[config.mk]
export PLATFORM = sky130hd
export DESIGN_NAME = tinycpu_mem_arb
export DESIGN_NICKNAME = d
export VERILOG_FILES = /design/src/rtl/tinycpu_pkg.sv /design/src/rtl/tinycpu_rr_pick.sv /design/src/rtl/tinycpu_mem_arb.sv
export SDC_FILE = /design/constraint.sdc
export NUM_CORES = 1
export LEC_CHECK = 0
export CAP_MARGIN = 10
export CORE_AREA = 3 3 89 91
export CTS_BUF_LIST = sky130_fd_sc_hd__clkbuf_2
export CTS_CLUSTER_DIAMETER = 40
export DETAILED_ROUTE_END_ITERATION = 10
export DIE_AREA = 0 0 92 94
export PLACE_DENSITY_LB_ADDON = 0.3
export RECOVER_POWER = 50
export SETUP_SLACK_MARGIN = 0.2
export SLEW_MARGIN = 10
export SYNTH_ARGS = -nofsm -noshare
export SYNTH_HDL_FRONTEND = slang
export SYNTH_HIERARCHICAL = 1
export SYNTH_SLANG_ARGS = --single-unit
[constraint.sdc]
create_clock -name clk -period 3 [get_ports clk]
set_input_delay 0.6 -clock clk [delete_from_list [all_inputs] [get_ports clk]]
set_output_delay 0.6 -clock clk [all_outputs]
set_load 0.005 [all_outputs]
[src/rtl/tinycpu_pkg.sv]
// Shared types and defaults for the tinycpu memory arbiter.
package tinycpu_pkg;

  localparam int AW_DEF = 8;
  localparam int DW_DEF = 8;

  // One-hot arbiter FSM encoding
  typedef enum logic [2:0] {
    IDLE   = 3'b001,
    ACCESS = 3'b010,
    RESP   = 3'b100
  } arb_state_e;

  // Requester IDs, as carried in the grant/holding registers
  localparam logic REQ_CPU = 1'b0;
  localparam logic REQ_LDR = 1'b1;

endpackage

[src/rtl/tinycpu_rr_pick.sv]
// Two-way round-robin picker with a loader lock override.
module tinycpu_rr_pick
  import tinycpu_pkg::*;
(
  input  logic cpu_req,
  input  logic ldr_req,
  input  logic last_ldr,
  input  logic ldr_lock,
  input  logic lock_hit,
  output logic pick_ldr,
  output logic valid
);

  // Lone requester wins; on a tie the port not granted last wins, unless the
  // loader holds an unexpired lock on top of its own previous grant.
  always_comb begin
    valid    = cpu_req | ldr_req;
    pick_ldr = REQ_CPU;
    if (ldr_req && !cpu_req)
      pick_ldr = REQ_LDR;
    else if (ldr_req && cpu_req)
      pick_ldr = !last_ldr || (ldr_lock && !lock_hit);
  end

endmodule

[src/rtl/tinycpu_mem_arb.sv]
// Shares the single-port 256x8 SRAM between the CPU core and the loader port.
// Each access is IDLE -> ACCESS (mem_en) -> RESP (ack), so one per 3 cycles.
module tinycpu_mem_arb
  import tinycpu_pkg::*;
#(
  parameter int AW       = AW_DEF,
  parameter int DW       = DW_DEF,
  parameter int LOCK_MAX = 16
) (
  input  logic          clk,
  input  logic          reset,
  input  logic          cpu_req,
  input  logic          cpu_we,
  input  logic [AW-1:0] cpu_addr,
  input  logic [DW-1:0] cpu_wdata,
  output logic [DW-1:0] cpu_rdata,
  output logic          cpu_ack,
  input  logic          ldr_req,
  input  logic          ldr_we,
  input  logic [AW-1:0] ldr_addr,
  input  logic [DW-1:0] ldr_wdata,
  output logic [DW-1:0] ldr_rdata,
  output logic          ldr_ack,
  input  logic          ldr_lock,
  output logic          mem_en,
  output logic          mem_we,
  output logic [AW-1:0] mem_addr,
  output logic [DW-1:0] mem_wdata,
  input  logic [DW-1:0] mem_rdata,
  output logic          grant_ldr
);

  typedef struct packed {
    logic          ldr;
    logic          we;
    logic [AW-1:0] addr;
    logic [DW-1:0] wdata;
  } hold_t;

  arb_state_e    state, state_nxt;
  hold_t         hold;
  logic          last_ldr;
  logic [7:0]    lock_cnt;
  logic          lock_hit;
  logic          pick_ldr, valid, grant, resp_rd;
  logic [DW-1:0] cpu_rdata_q, ldr_rdata_q;

  assign lock_hit = (lock_cnt >= 8'(LOCK_MAX));
  assign grant    = (state == IDLE) && valid;

  tinycpu_rr_pick u_pick (
    .cpu_req  (cpu_req),
    .ldr_req  (ldr_req),
    .last_ldr (last_ldr),
    .ldr_lock (ldr_lock),
    .lock_hit (lock_hit),
    .pick_ldr (pick_ldr),
    .valid    (valid)
  );

  // State register
  always_ff @(posedge clk) begin
    if (reset) state <= IDLE;
    else       state <= state_nxt;
  end

  // Next state: a grant starts a fixed three-cycle sequence
  always_comb begin
    state_nxt = state;
    unique case (state)
      IDLE:    if (valid) state_nxt = ACCESS;
      ACCESS:  state_nxt = RESP;
      RESP:    state_nxt = IDLE;
      default: state_nxt = IDLE;
    endcase
  end

  // Latch the winner's request so requester inputs may change mid-flight
  always_ff @(posedge clk) begin
    if (reset) begin
      hold     <= '0;
      last_ldr <= 1'b1;
    end else if (grant) begin
      hold.ldr   <= pick_ldr;
      hold.we    <= pick_ldr ? ldr_we    : cpu_we;
      hold.addr  <= pick_ldr ? ldr_addr  : cpu_addr;
      hold.wdata <= pick_ldr ? ldr_wdata : cpu_wdata;
      last_ldr   <= pick_ldr;
    end
  end

  // Count lock-override grants taken while the CPU waits; bounded at LOCK_MAX
  always_ff @(posedge clk) begin
    if (reset || !ldr_lock)
      lock_cnt <= '0;
    else if (grant) begin
      if (pick_ldr == REQ_CPU)
        lock_cnt <= '0;
      else if (last_ldr && cpu_req && !lock_hit)
        lock_cnt <= lock_cnt + 8'd1;
    end
  end

  // Keep the last read data per port; writes leave it untouched
  always_ff @(posedge clk) begin
    if (reset) begin
      cpu_rdata_q <= '0;
      ldr_rdata_q <= '0;
    end else if (resp_rd) begin
      if (hold.ldr) ldr_rdata_q <= mem_rdata;
      else          cpu_rdata_q <= mem_rdata;
    end
  end

  // SRAM strobe comes straight from the holding registers during ACCESS
  assign mem_en    = (state == ACCESS);
  assign mem_we    = mem_en && hold.we;
  assign mem_addr  = hold.addr;
  assign mem_wdata = hold.wdata;

  // SRAM output is live during RESP, so bypass it onto rdata alongside ack
  assign resp_rd   = (state == RESP) && !hold.we;
  assign cpu_rdata = (resp_rd && hold.ldr == REQ_CPU) ? mem_rdata : cpu_rdata_q;
  assign ldr_rdata = (resp_rd && hold.ldr == REQ_LDR) ? mem_rdata : ldr_rdata_q;

  // A reset landing on RESP swallows the ack
  assign cpu_ack   = (state == RESP) && !reset && (hold.ldr == REQ_CPU);
  assign ldr_ack   = (state == RESP) && !reset && (hold.ldr == REQ_LDR);
  assign grant_ldr = hold.ldr;

endmodule

# Word level (Yosys, flattened, before mapping)

Index checks and enable logic that the tools add are counted.

Add/sub/neg operators: 1
$mul: 0
Div/mod/pow operators: 0
Magnitude comparators: 1
Eq/ne operators: 5
Shifts and indexed selects: 0
Multiplexer cells: 11
Bitwise logic cells: 2
Reductions and logical operators: 24

Operators with widths:

| cell                                                                                 | count |
|---|---|
| 8-bit 2-to-1 mux                                                                     | 6 |
| 1-bit logical AND                                                                    | 13 |
| 8-bit by 1-bit adder with 8-bit output (second input constant)                       | 1 |
| 8-bit by 5-bit greater-or-equal comparator with 1-bit output (second input constant) | 1 |
| 1-bit logical NOT                                                                    | 6 |
| 3-bit one-hot mux with 2 select lines                                                | 1 |
| 2-bit AND reduction                                                                  | 3 |
| 3-bit by 1-bit equality test with 1-bit output (second input constant)               | 1 |
| 3-bit by 2-bit equality test with 1-bit output (second input constant)               | 1 |
| 3-bit equality test (second input constant)                                          | 1 |
| 1-bit 2-to-1 mux                                                                     | 3 |
| 3-bit 2-to-1 mux                                                                     | 1 |
| 1-bit logical OR                                                                     | 2 |
| 2-bit by 1-bit inequality test with 1-bit output (second input constant)             | 1 |
| 2-bit inequality test (second input constant)                                        | 1 |
| 1-bit NOT                                                                            | 1 |
| 1-bit OR                                                                             | 1 |

Register bits: 46
Bits in latches: 0
Memory bits (writable): 0
Memory bits (read-only): 0
Input port bits: 47
Output and inout port bits: 37
Word-level logic and storage cells: 53
Memories: 0

# Logic depth before layout (Yosys ltp)

Gate-level depths: netlist of run 1.

Depth after elaboration: 8
Mapped depth: 7

# Modules after synthesis

The synthesis of run 1 kept the hierarchy.

Modules (own cells, without submodules):

| module          | times used | cells an instance | area each (um^2) | sequential area each (um^2) |
|---|---|---|---|---|
| tinycpu_mem_arb | 1          | 211               | 2104.5           | 920.9 |
| tinycpu_rr_pick | 1          | 4                 | 22.5             | 0.0 |

# Least setup slack after synthesis of run 1

Ideal clock, no wire load.

Kind: register to register
From: reg lock_cnt[6]
To: reg hold, in the netlist mem_addr[5]
Library setup time: 137 ps
Arrival time: 2082 ps
Path slack: 781 ps
Cell stages (with the launch flop): 8
Path buffers: 2
Cell sequence: dfxtp_1 -> or4_1 -> nand2b_1 -> a31oi_1 -> clkbuf_1 -> clkbuf_1 -> mux2i_1 -> a211oi_1

Word-level cells in the longest chain between the ends: 7

Ends and longest elaborated chain:

| item                                                         | RTL line               | RTL |
|---|---|---|
| start, declared                                              | tinycpu_mem_arb.sv:43  | `logic [7:0] lock_cnt;` |
| start signal, assigned                                       | tinycpu_mem_arb.sv:100 | `lock_cnt <= lock_cnt + 8'd1;` |
| 8-bit by 5-bit greater-or-equal comparator with 1-bit output | tinycpu_mem_arb.sv:48  | `assign lock_hit = (lock_cnt >= 8'(LOCK_MAX));` |
| net lock_hit                                                 | tinycpu_mem_arb.sv:44  | `logic lock_hit;` |
| 1-bit logical NOT                                            | tinycpu_rr_pick.sv:22  | `pick_ldr = !last_ldr \|\| (ldr_lock && !lock_hit);` |
| 1-bit logical AND                                            | tinycpu_rr_pick.sv:22  |  |
| 1-bit logical OR                                             | tinycpu_rr_pick.sv:22  |  |
| 1-bit 2-to-1 mux                                             | tinycpu_rr_pick.sv:21  | `else if (ldr_req && cpu_req)` |
| 1-bit 2-to-1 mux                                             | tinycpu_rr_pick.sv:19  | `if (ldr_req && !cpu_req)` |
| net pick_ldr                                                 | tinycpu_mem_arb.sv:45  | `logic pick_ldr, valid, grant, resp_rd;` |
| 8-bit 2-to-1 mux                                             | tinycpu_mem_arb.sv:86  | `hold.addr <= pick_ldr ? ldr_addr : cpu_addr;` |
| end, declared                                                | tinycpu_mem_arb.sv:41  | `hold_t hold;` |

The timed path passes the listed nets, and every way through them passes these cells.
A chain may end at the register's enable or synchronous reset.

# Final worst setup path of run 1

From: reg state[1]
To: out ldr_rdata[0]

Word-level cells in the longest chain between the ends: 4

Ends and longest elaborated chain:

| item                   | RTL line               | RTL |
|---|---|---|
| start, declared        | tinycpu_mem_arb.sv:40  | `arb_state_e state, state_nxt;` |
| start signal, assigned | tinycpu_mem_arb.sv:64  | `else state <= state_nxt;` |
| 3-bit equality test    | tinycpu_mem_arb.sv:122 | `assign resp_rd = (state == RESP) && !hold.we;` |
| 1-bit logical AND      | tinycpu_mem_arb.sv:122 |  |
| 1-bit logical AND      | tinycpu_mem_arb.sv:124 | `assign ldr_rdata = (resp_rd && hold.ldr == REQ_LDR) ? mem_rdata : ldr_rdata_q;` |
| 8-bit 2-to-1 mux       | tinycpu_mem_arb.sv:124 |  |
| end, declared          | tinycpu_mem_arb.sv:22  | `output logic [DW-1:0] ldr_rdata,` |

No other way between the ends.

==> results of run 1 <==
[through the flow]
stage	util [%]	std cells	worst slack (ns)	power (W)	hold slack, ns
after floorplan	-	215	0.7809	0.0008494	0.4212
after global placement	41.29	374	0.1660	0.0009777	0.4353
after detailed placement	41.29	374	0.1124	0.0009799	0.4439
after CTS	43.15	393	0.1232	0.001249	0.4915
after global routing	43.06	393	0.03153	0.001291	0.4966
final	43.06	393	0.1701	0.001210	0.4900
[cells in the mapped netlist]
cell type  instances  area, um^2
nor3b_1            2       15.01
or3b_1             1       8.760
a21oi_1            3       15.01
dfxtp_1           46       920.9
nand2b_1           2       12.51
a211oi_1          17       127.6
o211ai_1           2       15.01
mux2i_1           17       170.2
clkbuf_1          11       41.29
or3b_4             1       11.26
and2_1             4       25.02
nor2_1            20       75.07
or4_1              1       7.510
nand3b_1           1       7.510
nand2_1            7       26.28
ha_1               2       25.02
nor4bb_1           1       10.01
buf_6              1       11.26
mux2_2             8       90.09
nor3_2             1       10.01
nand3_1            3       15.01
nor3_1             3       15.01
nor2b_1           18       112.6
nand4b_1           1       8.760
or2_2              2       12.51
nor4_1             1       6.260
a31oi_1            3       18.77
mux2_4             8       120.1
buf_2              1       5.000
nand4_1            4       25.02
o221ai_1           1       8.760
buf_4             16       120.1
nand4bb_1          1       11.26
inv_1              4       15.01
o21bai_1           1       7.510
[cell families (layout without fill, tap and decap cells)]
group,after synthesis,after routing,share of synthesized area (%)
buffers and inverters,33,112,9.059
and+or+nand+nor,74,74,19.53
adders and majority gates,2,2,1.176
muxes,33,33,17.88
DFF,46,46,43.29
AOI/OAI and AO/OA,27,27,9.059
[routing by layer]
| metal | vias to the layer above | track usage, % | share of wire (%) |
|---|---|---|---|
| met5 | - | 0 | 0 |
| met4 | 0 | 3.713 | 0.93 |
| met3 | 5 | 3.526 | 6.6 |
| met2 | 62 | 19.83 | 46 |
| met1 | 770 | 13.90 | 46 |
| li1 | 893 | - | - |
[power by group]
part	total, W	internal [W]	switching (W)	leakage (nW)
Sequential	0.000676	0.000653	0.0000225	0.376
Combinational	0.000281	0.000160	0.000121	0.917
Clock	0.000254	0.0000541	0.000200	0.0280
[final timing paths]
check / start / to / slack (ns)
worst min register to register: lock_cnt[6]$_SDFFE_PP0P_ / lock_cnt[6]$_SDFFE_PP0P_ / 0.49
worst min-delay path: lock_cnt[6]$_SDFFE_PP0P_ / lock_cnt[6]$_SDFFE_PP0P_ / 0.49
worst max-delay path: state[1]$_SDFFE_PP0P_ / ldr_rdata[0] / 0.17
worst max register to register: lock_cnt[6]$_SDFFE_PP0P_ / hold[16]$_SDFFE_PP0P_ / 0.52
[cell type report]
| cell class | count | area, um^2 |
|---|---|---|
| repair buffers | 100 | 952.2 |
| multi-input cells | 136 | 1051 |
| inverters | 4 | 15.01 |
| clock buffers | 5 | 25.02 |
| well taps | 99 | 123.9 |
| clock inverters | 3 | 16.27 |
| fillers | 746 | 4108 |
| flip-flops and latches | 46 | 923.4 |
[cells in the final DEF (no fill, tap or decap), types with 2 or more instances in the layout]
master,n
or3b_4,2
a21oi_1,3
a31oi_1,2
and2_1,4
a211oi_1,17
buf_6,11
clkdlybuf4s50_1,48
nor2b_1,18
nand4_1,4
dfxtp_1,44
clkbuf_2,6
ha_1,2
buf_4,8
clkbuf_1,4
or2_2,2
dlygate4sd3_1,18
nand2b_1,2
mux2i_1,17
mux2_2,8
nor3_1,3
dlygate4sd2_1,8
nor2_1,20
dfxtp_2,2
inv_1,4
nand3_1,3
mux2_4,8
nand2_1,7
clkinv_1,2
o211ai_1,2
[state kept, by name, indices dropped and copies added (netlist names)]
name         cells
mem_wdata        8
cpu_rdata_q      8
hold             1
last_ldr         1
lock_cnt         8
grant_ldr        1
state            3
mem_addr         8
ldr_rdata_q      8
[what timing repair did]
| item | 4_1_cts | 5_1_grt |
|---|---|---|
| buffers inserted | 11 | 0 |
| pin swaps | 2 | 0 |
| setup endpoints to repair | 16 | 18 |
| gates resized for setup | 55 | 4 |
| gates cloned | 0 | 0 |
==> impl_metrics.py, run 1 <==
metrics = {
    "finish": {
        "finalNetCount": 342,
        "area_growth_pct": 46.06,
        "n_antenna_cell": 0,
        "finish.instance_area_um2": 3107,
        "layout-drive-gt1-share_pct": 18.03,
    },
    "floorplan": {
        "ios": 84,
        "rows": 31,
        "die_area_um2": 8648,
        "die-width_um": 92,
        "die-height_um": 94,
        "start_util_pct": 29.48,
        "core_area_um2": 7214,
    },
    "hold_path": {
        "min_path_cells": 1,
        "worstHoldPathType": "flip-flop to flip-flop",
    },
    "critical_path": {
        "startpoint_type": "flip-flop",
        "cp_slowest_cell": "or3b_4",
        "rr_worst_depth": 6,
        "critical_path_class": "flip-flop to output port",
        "cp_slowest_stage_delay_ns": 0.46,
        "end_kind": "output port",
        "crit_cells": 5,
        "crit_required_ns": 2.40,
        "path_cells": "or3b_4 -> or3b_4 -> buf_6 -> mux2_4 -> buf_2",
        "arrival_ns": 2.23,
        "cp_top_family": "simple AND/OR/NAND/NOR gates",
        "cpMostUsedCell": "or3b_4",
        "worstPathMaxFanout": 7,
        "crit_buf_inv": 2,
    },
    "global_routing": {
        "grt_max_degree": 40,
        "grt_pass1_wl_mm": 8.093,
        "grt_pass1_vias": 1720,
        "grt_usage_pct": 11.59,
        "gr-total-overflow": 0,
        "antenna_found_initial": 0,
    },
    "cts": {
        "clk_path_buf_depth": 2,
        "cts.sinks": 46,
        "clk_latency_ns": 0.41,
        "cts_buffers": 5,
        "ctsHoldBuffers": 0,
        "htreeDepth": 2,
        "clk_transition_reported_paths_ns": 0.25,
        "cts_root_buffer": "clkbuf_2",
        "cts_tree": "built",
    },
    "route": {
        "via_per_inst": 4.402,
        "routed-via-count": 1730,
        "routed_wl_mm": 4.945,
        "drt_iter0_drc": 42,
        "wl_per_cell_um": 12.58,
        "post-route-drc-count": 0,
        "dr.pass1.iters": 4,
        "ant_nets": 0,
    },
    "flow_run": {
        "drv_cap": 0,
    },
    "placed_design": {
        "place_congestion": 0.6897,
        "dpl_cell_area_um2": 2979,
        "dpl.hpwl_mm": 3.565,
        "numPortBuffers": 83,
    },
    "timing": {
        "setup_viol": 0,
        "slew_viol_final": 0,
        "worst_slew_pin_slew_ns": 1.215,
        "max_slew_margin_pct": 19.00,
        "rsz0062_at_grt": "true",
        "finalCriticalPeriod_ns": 2.830,
        "fin_setup_tns_ns": 0,
        "post-route-period-util_pct": 94.33,
        "hold_viol_final": 0,
        "finalClockSkew_ns": 0.02944,
        "fmax_mhz": 353.4,
    },
    "pwr": {
        "power_leakage_nw": 1.321,
        "power_density_nw_per_um2": 389.5,
        "max-vdd-ir-drop_mv": 0.1321,
    },
    "yosys": {
        "avgSynthCellArea_um2": 9.893,
        "syn-num-nets": 264,
        "ys_seq_elements": 46,
        "syn_inst": 215,
        "yosysWarnings": 6,
        "ys_types": 35,
        "yosysSeqAreaShare_pct": 43.29,
        "synthesis.area_um2": 2127,
    },
    "run_status": {
        "status": "complete, no violations",
    },
}
Note: power is estimated with default switching activity, not from simulation.
==> run 2: changes to the inputs <==
SKIP_LAST_GASP = 1   (was default)
==> results of run 2 <==
No change in the layout: final DEF, timing and power equal those of run 1.
